===== src/rtl/int_unit_arbiter.sv =====
// Round-robin arbiter sharing one 32-bit compute unit between N_REQ requesters.
// Optional WAIT watchdog enabled by defining INT_ARB_TIMEOUT_EN.
module int_unit_arbiter #(
  parameter int N_REQ = 4,
  parameter int IDW   = 2
) (
  input  logic                 clk,
  input  logic                 rst,
  input  logic [N_REQ-1:0]     req_valid,
  input  logic [32*N_REQ-1:0]  req_a,
  output logic [N_REQ-1:0]     req_ready,
  output logic [N_REQ-1:0]     rsp_valid,
  input  logic [N_REQ-1:0]     rsp_ready,
  output logic [31:0]          rsp_b,
  output logic                 rsp_err,
  output logic                 unit_start,
  output logic [31:0]          unit_a,
  input  logic [31:0]          unit_b,
  input  logic                 unit_done,
  output logic                 busy,
  output logic [IDW-1:0]       cur_id
);

  typedef enum logic [1:0] {
    ST_IDLE  = 2'd0,
    ST_ISSUE = 2'd1,
    ST_WAIT  = 2'd2,
    ST_RESP  = 2'd3
  } state_t;

  state_t             state_q, state_d;
  logic [IDW-1:0]     last_q, last_d;
  logic [IDW-1:0]     cur_id_q, cur_id_d;
  logic [31:0]        op_q, op_d;
  logic [31:0]        rsp_b_q, rsp_b_d;
  logic               start_q, start_d;
  logic [N_REQ-1:0]   rsp_valid_q, rsp_valid_d;
  logic               busy_q, busy_d;
  logic               win_found_s;
  logic [IDW-1:0]     win_id_s;
  logic [IDW-1:0]     idx_s;
  logic               accept_s;
`ifdef INT_ARB_TIMEOUT_EN
  logic               err_q, err_d;
  logic [7:0]         wd_q, wd_d;
`endif

  // Round-robin search: first asserted request starting after the last served owner.
  always_comb begin
    win_found_s = 1'b0;
    win_id_s    = '0;
    idx_s       = '0;
    for (int k = 0; k < N_REQ; k++) begin
      idx_s = IDW'((int'(last_q) + k + 32'sd1) % N_REQ);
      if (!win_found_s && req_valid[idx_s]) begin
        win_found_s = 1'b1;
        win_id_s    = idx_s;
      end else begin
        win_found_s = win_found_s;
      end
    end
  end

  // Grant is combinational but forced low while reset is applied.
  always_comb begin
    req_ready = '0;
    accept_s  = 1'b0;
    if (!rst && (state_q == ST_IDLE) && win_found_s) begin
      req_ready[win_id_s] = 1'b1;
      accept_s            = 1'b1;
    end else begin
      accept_s = 1'b0;
    end
  end

  // Next-state and datapath updates for the single in-flight operation.
  always_comb begin
    state_d  = state_q;
    last_d   = last_q;
    cur_id_d = cur_id_q;
    op_d     = op_q;
    rsp_b_d  = rsp_b_q;
`ifdef INT_ARB_TIMEOUT_EN
    err_d    = err_q;
    wd_d     = wd_q;
`endif
    case (state_q)
      ST_IDLE: begin
        if (accept_s) begin
          op_d     = req_a[{win_id_s, 5'd0} +: 32];
          cur_id_d = win_id_s;
`ifdef INT_ARB_TIMEOUT_EN
          err_d    = 1'b0;
`endif
          state_d  = ST_ISSUE;
        end else begin
          state_d = ST_IDLE;
        end
      end
      ST_ISSUE: begin
`ifdef INT_ARB_TIMEOUT_EN
        wd_d    = 8'd0;
`endif
        state_d = ST_WAIT;
      end
      ST_WAIT: begin
        if (unit_done) begin
          rsp_b_d = unit_b;
`ifdef INT_ARB_TIMEOUT_EN
          err_d   = 1'b0;
`endif
          state_d = ST_RESP;
`ifdef INT_ARB_TIMEOUT_EN
        end else if (wd_q == 8'd254) begin
          // 255th cycle in WAIT without completion: abort with an error result.
          rsp_b_d = 32'h0;
          err_d   = 1'b1;
          state_d = ST_RESP;
        end else begin
          wd_d    = wd_q + 8'd1;
          state_d = ST_WAIT;
        end
`else
        end else begin
          state_d = ST_WAIT;
        end
`endif
      end
      ST_RESP: begin
        if (rsp_ready[cur_id_q]) begin
          last_d  = cur_id_q;
          state_d = ST_IDLE;
        end else begin
          state_d = ST_RESP;
        end
      end
      default: begin
        state_d = ST_IDLE;
      end
    endcase
  end

  // Output flags are derived from the next state so they are plain flops.
  always_comb begin
    start_d     = (state_d == ST_ISSUE);
    busy_d      = (state_d != ST_IDLE);
    rsp_valid_d = '0;
    if (state_d == ST_RESP) begin
      rsp_valid_d[cur_id_d] = 1'b1;
    end else begin
      rsp_valid_d = '0;
    end
  end

  // State and output registers.
  always_ff @(posedge clk or posedge rst) begin
    if (rst) begin
      state_q     <= ST_IDLE;
      last_q      <= IDW'(N_REQ - 1);
      cur_id_q    <= '0;
      op_q        <= 32'h0;
      rsp_b_q     <= 32'h0;
      start_q     <= 1'b0;
      rsp_valid_q <= '0;
      busy_q      <= 1'b0;
    end else begin
      state_q     <= state_d;
      last_q      <= last_d;
      cur_id_q    <= cur_id_d;
      op_q        <= op_d;
      rsp_b_q     <= rsp_b_d;
      start_q     <= start_d;
      rsp_valid_q <= rsp_valid_d;
      busy_q      <= busy_d;
    end
  end

`ifdef INT_ARB_TIMEOUT_EN
  // Watchdog counter and abort flag.
  always_ff @(posedge clk or posedge rst) begin
    if (rst) begin
      err_q <= 1'b0;
      wd_q  <= 8'd0;
    end else begin
      err_q <= err_d;
      wd_q  <= wd_d;
    end
  end

  assign rsp_err = err_q;
`else
  assign rsp_err = 1'b0;
`endif

  assign unit_start = start_q;
  assign unit_a     = op_q;
  assign rsp_valid  = rsp_valid_q;
  assign rsp_b      = rsp_b_q;
  assign busy       = busy_q;
  assign cur_id     = cur_id_q;

endmodule


===== config.mk =====
export PLATFORM = sky130hd
export DESIGN_NAME = int_unit_arbiter
export DESIGN_NICKNAME = d
export VERILOG_FILES = /design/src/rtl/int_unit_arbiter.sv
export SDC_FILE = /design/constraint.sdc
export NUM_CORES = 1
export LEC_CHECK = 0
export CAP_MARGIN = 10
export CORE_AREA = 2 2 107 109
export CTS_CLUSTER_SIZE = 30
export DETAILED_ROUTE_END_ITERATION = 10
export DIE_AREA = 0 0 109 111
export PLACE_DENSITY = 0.85
export SETUP_SLACK_MARGIN = 0.02
export SLEW_MARGIN = 0
export SYNTH_ARGS = -nofsm -noshare
export SYNTH_HDL_FRONTEND = slang
export SYNTH_SLANG_ARGS = --single-unit

===== constraint.sdc =====
create_clock -name clk -period 2.8 [get_ports clk]
set_input_delay 0.28 -clock clk [delete_from_list [all_inputs] [get_ports clk]]
set_output_delay 0.28 -clock clk [all_outputs]
set_load 0.1 [all_outputs]

### Word level (Yosys, flattened, before mapping)

Index checks and enable logic that the tools add are counted.

* bits in registers: 76
* bits of input ports: 171
* output and inout bits: 77
* word-level logic and storage cells: 76

* multiplexer cells: 31
* order comparisons: 9
* reductions and logical operators: 16
* equal/unequal tests: 5
* shift-type cells: 1
* $add $sub $neg: 6

Operators with widths (count)
* 128-bit by 8-bit variable part select with 32-bit output: 1
* 2-bit by 3-bit < comparator with 1-bit output, second input constant: 7
* 1-bit two-way mux: 14
* 2-bit two-way mux: 7
* 1-bit binary-select mux with 2-bit select: 5
* 2-bit by 1-bit adder with 2-bit output, second input constant: 4
* 4-bit two-way mux: 2
* 2-bit case mux with 4 select lines: 1
* 1-bit logical AND: 7
* 2-bit equality test, second input constant: 3
* 2-bit AND reduction: 3
* 2-bit adder, second input constant: 2
* 1-bit demux with 2-bit select: 2
* 2-bit by 1-bit equality test with 1-bit output, second input constant: 2
* 2-bit by 1-bit greater-or-equal comparator with 1-bit output, second input constant: 2
* 1-bit zero test: 4
* 2-bit zero test: 1
* 2-bit nonzero test: 1

### Depth between registers and ports, before layout

Gate-level depths: netlist of run 1.

* depth after elaboration: 22
* gate-level depth with buffers: 8
* gate-level depth less buffers: 6

### Worst setup path before layout of run 1

OpenSTA, ideal clock, no wires.

* path type: register to register
* start point: register state_q[0]
* end point: register rsp_valid_q[0] (netlist: rsp_valid[0])
* period minus slack after synthesis: 2.823 ns
* buffers on the path: 1
* data arrival time: 2.745 ns
* data required time: 2.722 ns
* slack: -0.023 ns
* stages on the path, launching flop included: 7
* library setup time: 0.078 ns
* cells stage by stage: dfrtp_1 -> nor3_1 -> o31ai_1 -> buf_2 -> a21oi_1 -> nor2_1 -> nor2_1

* word-level cells in the longest chain between the ends: 11
* elaborated cells on any way between the ends: 18
* classes of those cells: 2 x order compare; 4 x eq/ne; 8 x mux; 4 x reduce/logical

RTL lines
* start: declaration: RTL line 31 `state_t state_q, state_d;`
* start signal: assignment: RTL line 167 `state_q <= state_d;`
* 2-bit zero test: RTL line 68, 87
* 1-bit logical AND (2 in series): RTL line 68 `if (!rst && (state_q == ST_IDLE) && win_found_s) begin`
* 1-bit two-way mux: RTL line 68
* 2-bit two-way mux: RTL line 89 `if (accept_s) begin`
* 2-bit two-way mux: RTL line 87 `case (state_q)`
* 2-bit by 3-bit < comparator with 1-bit output (not written as such) / 2-bit by 1-bit greater-or-equal comparator with 1-bit output (equally long branches): RTL line 149 `rsp_valid_d[cur_id_d] = 1'b1;`
* 1-bit logical AND (not written as such): RTL line 149
* 1-bit two-way mux (not written as such): RTL line 149
* 1-bit demux with 2-bit select: RTL line 149
* 4-bit two-way mux *: RTL line 148 `if (state_d == ST_RESP) begin`
* via rsp_valid_d[0]: RTL line 37 `logic [N_REQ-1:0] rsp_valid_q, rsp_valid_d;`
* end signal: assignment: RTL line 173 `rsp_valid_q <= rsp_valid_d;`
* end: declaration: RTL line 37

Mark *: on every way through the listed nets, which the timed path passes. The rest lies on a longest branch.
A chain may end at the register's enable or synchronous reset.

### Final worst setup path of run 1

* start point: input req_valid[2]
* end point: output req_ready[1]

* word-level cells in the longest chain between the ends: 17
* elaborated cells on any way between the ends: 29
* classes of those cells: 2 x order compare; 19 x mux; 8 x reduce/logical

RTL lines
* start: declaration: RTL line 9 `input logic [N_REQ-1:0] req_valid,`
* 1-bit binary-select mux with 2-bit select: RTL line 55 `if (!win_found_s && req_valid[idx_s]) begin`
* 1-bit two-way mux (not written as such): RTL line 55
* 1-bit two-way mux: RTL line 55
* 1-bit zero test: RTL line 55
* 1-bit logical AND: RTL line 55
* 1-bit two-way mux: RTL line 55
* 1-bit zero test: RTL line 55
* 1-bit logical AND: RTL line 55
* 1-bit two-way mux: RTL line 55
* 1-bit zero test: RTL line 55
* 1-bit logical AND: RTL line 55
* 2-bit two-way mux: RTL line 55
* 2-bit by 3-bit < comparator with 1-bit output (not written as such) / 2-bit by 1-bit greater-or-equal comparator with 1-bit output (equally long branches): RTL line 69 `req_ready[win_id_s] = 1'b1;`
* 1-bit logical AND (not written as such): RTL line 69
* 1-bit two-way mux (not written as such): RTL line 69
* 1-bit demux with 2-bit select: RTL line 69
* 4-bit two-way mux *: RTL line 68
* end: declaration: RTL line 11 `output logic [N_REQ-1:0] req_ready,`

Mark *: on every way between the ends. The rest lies on a longest branch, timed or not. The select of a mux whose other input is x is not followed.

==> impl_metrics.toml, run 1 <==
[cts]
cts_tree = "done"
post-cts-setup-buffer-count = 0
htree_levels = 3
insertion_delay_ns = 0.33
cts.repair.resized = 0
cts_sinks = 76
ctsHoldBuffers = 0
cts_buffer_depth = 2
path_clk_slew_ns = 0.06
cts-root-buf = "clkbuf_16"
cts_buffers = 9

[critical_path]
crit_type = "input pin to output port"
cp.arrival_ns = 2.19
rr_worst_depth = 6
cp-start-kind = "input pin"
r2r_setup_slack_ns = 0.69
crit_path_end_kind = "output port"
crit_fanout = 12
reg2reg_to = "unit_a[19]"
setup.worst_path.start = "req_valid[2]"
critical_path.endpoint = "req_ready[1]"
cp.required_ns = 2.52
reg2reg_from = "last_q[1]"

[layout]
fin_area_um2 = 6920
fill_cells = 852
area_growth_pct = 70.9
fin_nets = 806
drive_gt1_share_pct = 27.8
antenna_cells = 0

[global_routing]
grt_pass1_wl_um = 23000
grt_pass1_vias = 4341
antenna_found_initial = 0
grt_max_degree = 77
track_usage_pct = 25.1
grt_overflow_total = 0

[sta]
setup_violations = 0
whs_ns = 0.411
relSlewSlack_pct = 59.2
period_needed_ns = 2.47
skew_ns = 0.0106
final_hold_viol_count = 0
clock.fmax_mhz = 405
rsz0062_at_grt = "false"
fin_crit_sh_pct = 88.1
final-max-slew-violation-count = 0
finalSetupTns_ns = 0
tightest_slew_ns = 0.608

[logic_synthesis]
async_flop_share_pct = 100
ys_types = 41
synth_edf_count = 0
synth_area_per_cell_um2 = 10.2
syn_area_um2 = 4050
ys.flop_type = "dfrtp_1"
yosysWarnings = 0
seq_area_frac_synth_pct = 47.0
ys_ff_latch = 76
syn-num-nets = 566
synthCells = 395

[floorplan]
rows = 39
initial_core_util_pct = 36.5
core_area_um2 = 11100
die_h_um = 111
die_w_um = 109
die_area_um2 = 12100
ios = 248

[status]
outcome = "finished clean"

[routing]
viasPerCell = 5.48
num_vias = 4294
ant_nets = 0
wl_per_cell_um = 19.8
drtIter0Drc = 311
remaining_drc_errors = 0
first_pass_iters = 5
wirelength_um = 15500

[flow_run]
maxCapViolCount = 0

[place]
hpwl_um = 11600
postPlaceCellArea_um2 = 6610
port_buffers = 246
gp_congestion = 0.907

[worst_hold_path]
hold_path.class = "input pin to async pin"
[critical path, stage by stage]
cell	delay, ns
clkdlybuf4s50_1	0.59
nor2_1	0.43
a21oi_1	0.11
o21ai_2	0.16
buf_4	0.23
and2_1	0.20
buf_12	0.18
[layout by cell type, fill, tap and decap left out, drive strengths merged]
cell type,count
a31oi,32
clkinv,3
o21ai,5
nor4b,9
a2111o,1
nor4,23
mux4,1
clkdlybuf4s50,170
o211ai,1
o22ai,1
o31ai,1
or2,3
and2,2
dfrtp,74
o211a,2
clkbuf,10
nor2b,1
a2111oi,1
o21a,2
nand3b,1
a21oi,41
nor2,41
nor3b,1
buf,96
mux2i,1
bufinv,1
a21bo,1
and3b,1
conb,1
nand2b,2
clkinvlp,1
dfstp,2
mux2,34
nor3,3
nand2,7
a221oi,32
nand3,3
inv,29
[layer usage]
| layer | track usage, % | routed length (um) |
|---|---|---|
| met1 | 28.0 | 5660 |
| met2 | 44.1 | 7810 |
| met3 | 6.17 | 1540 |
| met4 | 12.0 | 478 |
| met5 | 0 | 0 |
[cell usage after synthesis (7+ instances only)]
master / number / share of area (%)
buf_2: 15 / 1.9
nor2_1: 41 / 3.8
nand2_1: 7 / 0.65
clkbuf_1: 16 / 1.5
mux2_2: 34 / 9.5
a221oi_1: 32 / 6.9
nor4b_1: 9 / 1.9
dfrtp_1: 74 / 46
a31oi_1: 32 / 4.9
nor4_2: 20 / 6.2
a21oi_1: 41 / 5.1
inv_1: 27 / 2.5
[kinds of logic (layout without fill, tap and decap cells)]
logic type / after synthesis / in the layout / synth area share [%]
other: 1 / 1 / 0.0926
buffers and inverters: 65 / 310 / 7.14
and+or+nand+nor: 97 / 97 / 15.6
DFF: 76 / 76 / 47.0
muxes: 36 / 36 / 10.3
AOI/OAI and AO/OA: 120 / 120 / 19.8
[through the flow]
stage	setup slack [ns]	instances	util (%)
after floorplan	0.358	395	-
after global placement	0.465	767	59.7
after detailed placement	0.399	767	59.7
after CTS	0.360	783	62.4
after global routing	0.274	783	62.4
final	0.334	783	62.4
[cell type report]
type                            count  area (um^2)  area share [%]
Clock buffer                       10          229            3.31
Clock inverter                      6         72.6            1.05
Inverter                           28          106            1.54
Multi-Input combinational cell    254         1910            27.7
Sequential cell                    76         1900            27.5
Tap cell                          143          179            2.59
Timing Repair Buffer              266         2510            36.3
[flip-flops by register name, summed over array words and instances (netlist names)]
register,flops
busy,1
state_q,2
unit_start,1
rsp_valid,4
last_q,2
unit_a,32
rsp_b,32
cur_id,2
[how the worst min path moves through the flow]
| stage | to | cells after the start | slack [ns] | startpoint |
|---|---|---|---|---|
| 4_1_cts | cur_id[0] | 3 | 0.42 | rst |
| 6_report | cur_id[0] | 3 | 0.41 | rst |
| 3_3_place_gp | rsp_b[4] | 1 | 0.49 | rsp_b[4] |
| 2_1_floorplan | rsp_b[0] | 1 | 0.43 | unit_b[0] |
| 3_5_place_dp | rsp_b[21] | 1 | 0.49 | rsp_b[21] |
| 5_1_grt | unit_a[29] | 3 | 0.44 | rst |
Power of run 1 is left out: the tool's default activity adds up to more than one toggle a clock period on the data nets, which glitch-free logic cannot reach.
==> inputs of run 2 (changes only) <==
- clock period: 2.8 -> 2.4 ns (I/O delays scaled with it)
==> impl_metrics.toml, run 2 (synthesis results as in run 1) <==
[cts]
cts_sinks = 76
cts_buffer_depth = 2
htree_levels = 3
cts_tree = "done"
post-cts-setup-buffer-count = 0
cts_buffers = 9
cts-root-buf = "clkbuf_16"
ctsHoldBuffers = 0
insertion_delay_ns = 0.34
path_clk_slew_ns = 0.06
cts.repair.resized = 0

[place]
port_buffers = 246
gp_congestion = 0.814
dp_worst_setup_slack_ns = 0.0520
hpwl_um = 11900
place_inst = 772

[routing]
wl_per_cell_um = 19.6
wirelength_um = 15500
viasPerCell = 5.37
ant_nets = 0
drtIter0Drc = 170
remaining_drc_errors = 0
num_vias = 4233
first_pass_iters = 4

[layout]
fill_cells = 866
layout_common_cells = "clkdlybuf4s50_1, buf_4, dfrtp_1"
antenna_cells = 0
drive_gt1_share_pct = 28.5
multi_input_area_um2 = 1920
area_growth_pct = 71.4
fin_cells = 788
seqCellArea_um2 = 1900
fin_nets = 811
final_common_cell = "clkdlybuf4s50_1"

[sta]
rsz0062_at_grt = "false"
skew_ns = 0.00657
final-max-slew-violation-count = 0
fin_ws_ns = 0.204
clock.fmax_mhz = 455
fin_crit_sh_pct = 91.5
setup_violations = 0
final_hold_viol_count = 0
period_needed_ns = 2.20
finalSetupTns_ns = 0

[critical_path]
cpMostUsedCell = "inv_1"
cp.arrival_ns = 1.96
cp-start-kind = "flip-flop"
max_stage_delay_ns = 0.65
rr_worst_depth = 6
crit_family = "flip-flops"
crit_path_end_kind = "output port"
crit_fanout = 13
slowest_stage = "dfstp_2"
reg2reg_from = "last_q[0]"
cp.required_ns = 2.16
cp.buffers_inverters = 3
reg2reg_to = "unit_a[8]"
path_depth = 6
r2r_setup_slack_ns = 0.30
crit_type = "flip-flop to output port"
crit_chain = "inv_1 -> a21oi_1 -> o21a_1 -> nand2_1 -> inv_1 -> buf_12"

[global_routing]
grt_max_degree = 53
antenna_found_initial = 0
track_usage_pct = 25.1
grt_overflow_total = 0
grt_pass1_vias = 4357
grt_pass1_wl_um = 22900

[floorplan]
rows = 39
ios = 248
initial_core_util_pct = 36.5
die_h_um = 111
core_area_um2 = 11100
die_w_um = 109
die_area_um2 = 12100

[worst_hold_path]
hold_path.class = "input pin to async pin"

[status]
outcome = "finished clean"

[flow_run]
maxCapViolCount = 0
[run 2: cell types whose count changed in the layout (fill, tap and decap cells not counted), sizes merged]
cell	change
buf	+5
clkbuf	+2
clkinv	-2
[run 2: final cells by class]
type / instances / share of cell area [%]
repair buffers: 271 / 36.4
well taps: 143 / 2.58
multi-input cells: 254 / 27.6
clock inverters: 4 / 0.793
clock buffers: 12 / 3.70
flip-flops and latches: 76 / 27.4
inverters: 28 / 1.53
[run 2: routing by layer]
metal / track usage (%) / vias to the layer above / routed length, um
li1: - / 1960 / -
met5: 0 / - / 0
met2: 44.3 / 231 / 7840
met3: 6.58 / 26 / 1630
met1: 28.0 / 2016 / 5620
met4: 10.3 / 0 / 378
[run 2: worst max path at each step]
stage / startpoint / endpoint
2_1_floorplan: rst / busy
3_3_place_gp: req_valid[1] / unit_a[29]
3_5_place_dp: req_valid[1] / unit_a[28]
4_1_cts: last_q[1] / req_ready[3]
5_1_grt: req_valid[1] / req_ready[3]
6_report: last_q[1] / req_ready[3]
[run 2: stage by stage]
step	hold slack [ns]	cell area [um^2]	utilization [%]
finish	0.261	6940	62.6
floorplan	0.391	4050	-
global placement	0.488	6630	59.8
detailed placement	0.496	6630	59.8
CTS	0.271	6940	62.6
global route	0.311	6940	62.6
Power of run 2 is left out for the same reason.
==> inputs of run 3 (changes only) <==
- CORE_AREA: 2 2 107 109 -> 2 2 98 119
- DIE_AREA: 0 0 109 111 -> 0 0 100 121
==> impl_metrics.toml, run 3 (synthesis results as in run 1) <==
[status]
outcome = "finished clean"

[layout]
drive_gt1_share_pct = 28.5
multi_input_area_um2 = 1920
fill_cells = 869
area_growth_pct = 71.8
final_common_cell = "clkdlybuf4s50_1"
fin_nets = 811
antenna_cells = 0
seqCellArea_um2 = 1900
layout_common_cells = "clkdlybuf4s50_1, buf_4, dfrtp_1"

[routing]
remaining_drc_errors = 0
first_pass_iters = 4
viasPerCell = 5.62
wirelength_um = 15700
drtIter0Drc = 232
ant_nets = 0
num_vias = 4367
wl_per_cell_um = 20.2

[sta]
final-max-slew-violation-count = 0
setup_violations = 0
finalSetupTns_ns = 0
period_needed_ns = 2.26
rsz0062_at_grt = "false"
final_hold_viol_count = 0
fin_crit_sh_pct = 94.3
skew_ns = 0.0108
clock.fmax_mhz = 442

[floorplan]
die_w_um = 100
rows = 42
core_area_um2 = 10900
die_area_um2 = 12100
ios = 248
initial_core_util_pct = 37.0
die_h_um = 121

[global_routing]
grt_overflow_total = 0
antenna_found_initial = 2
grt_pass1_vias = 4471
grt_pass1_wl_um = 23500
track_usage_pct = 25.6
grt_max_degree = 33

[critical_path]
crit_type = "input pin to output port"
cp-start-kind = "input pin"
cp.arrival_ns = 2.02
crit_path_end_kind = "output port"
cp.required_ns = 2.16
crit_fanout = 9

[cts]
cts.repair.resized = 0
post-cts-setup-buffer-count = 0
cts-root-buf = "clkbuf_16"
cts_buffers = 9
cts_tree = "done"
cts_sinks = 76
insertion_delay_ns = 0.34
ctsHoldBuffers = 0
path_clk_slew_ns = 0.06
htree_levels = 3
cts_buffer_depth = 2

[place]
gp_congestion = 0.893
port_buffers = 246
hpwl_um = 12200

[flow_run]
maxCapViolCount = 0

[worst_hold_path]
hold_path.class = "input pin to async pin"
run 3: cell types whose count changed in the layout (fill, tap and decap cells not counted):
cell and change:
clkinvlp_4 +1, clkinv_2 +2, nor3_1 -1, clkbuf_8 -1, inv_6 -2, nor3_2 +1
buf_12 +5, bufinv_16 -1, buf_4 -5, clkbuf_1 +1
run 3: final timing paths:
| path | start | depth (start not counted) | slack, ns | to |
|---|---|---|---|---|
| worst max-delay path | req_valid[1] | 7 | 0.14 | req_ready[3] |
| worst min-delay path | rst | 2 | 0.27 | cur_id[1] |
| worst max register to register | last_q[1] | 6 | 0.19 | unit_a[4] |
| worst min register to register | rsp_b[4] | 1 | 0.51 | rsp_b[4] |
| max in group asynchronous | rst | 3 | 1.44 | rsp_b[25] |
| min in group clk | rsp_b[4] | 1 | 0.51 | rsp_b[4] |
run 3: layer usage:
layer	share of wire [%]	track usage, %	vias up	wire [um]
met5	0.18	0	-	29
met4	4.0	13.2	4	628
met3	8.2	6.74	52	1280
met2	50	45.1	253	7810
met1	38	28.0	2087	5930
li1	-	-	1971	-
run 3: critical path, stage by stage:
cell and delay (ns):
clkdlybuf4s50_1 0.54, or2_2 0.36, a21oi_1 0.18, o21a_1 0.29
nand2_1 0.13, inv_1 0.11, buf_12 0.18
run 3: cell type report:
| cell class | instances | share of cell area [%] |
|---|---|---|
| clock buffer | 12 | 3.55 |
| clock inverter | 4 | 0.360 |
| inverter | 28 | 1.53 |
| multi-input combinational | 254 | 27.6 |
| sequential | 76 | 27.4 |
| tap | 132 | 2.38 |
| timing repair buffer | 271 | 37.2 |
run 3: per-stage QoR:
stage                     area, um^2  std cells  worst slack (ns)  hold WS (ns)  util [%]
final                           6950        777             0.136         0.271      63.6
after detailed placement        6680        761            0.0734         0.495      61.1
after CTS                       6950        777            0.0586         0.266      63.6
after floorplan                 4050        395             0.225         0.391         -
after global routing            6950        777            0.0405         0.302      63.6
after global placement          6680        761            0.0848         0.487      61.1
Power of run 3 is left out for the same reason.
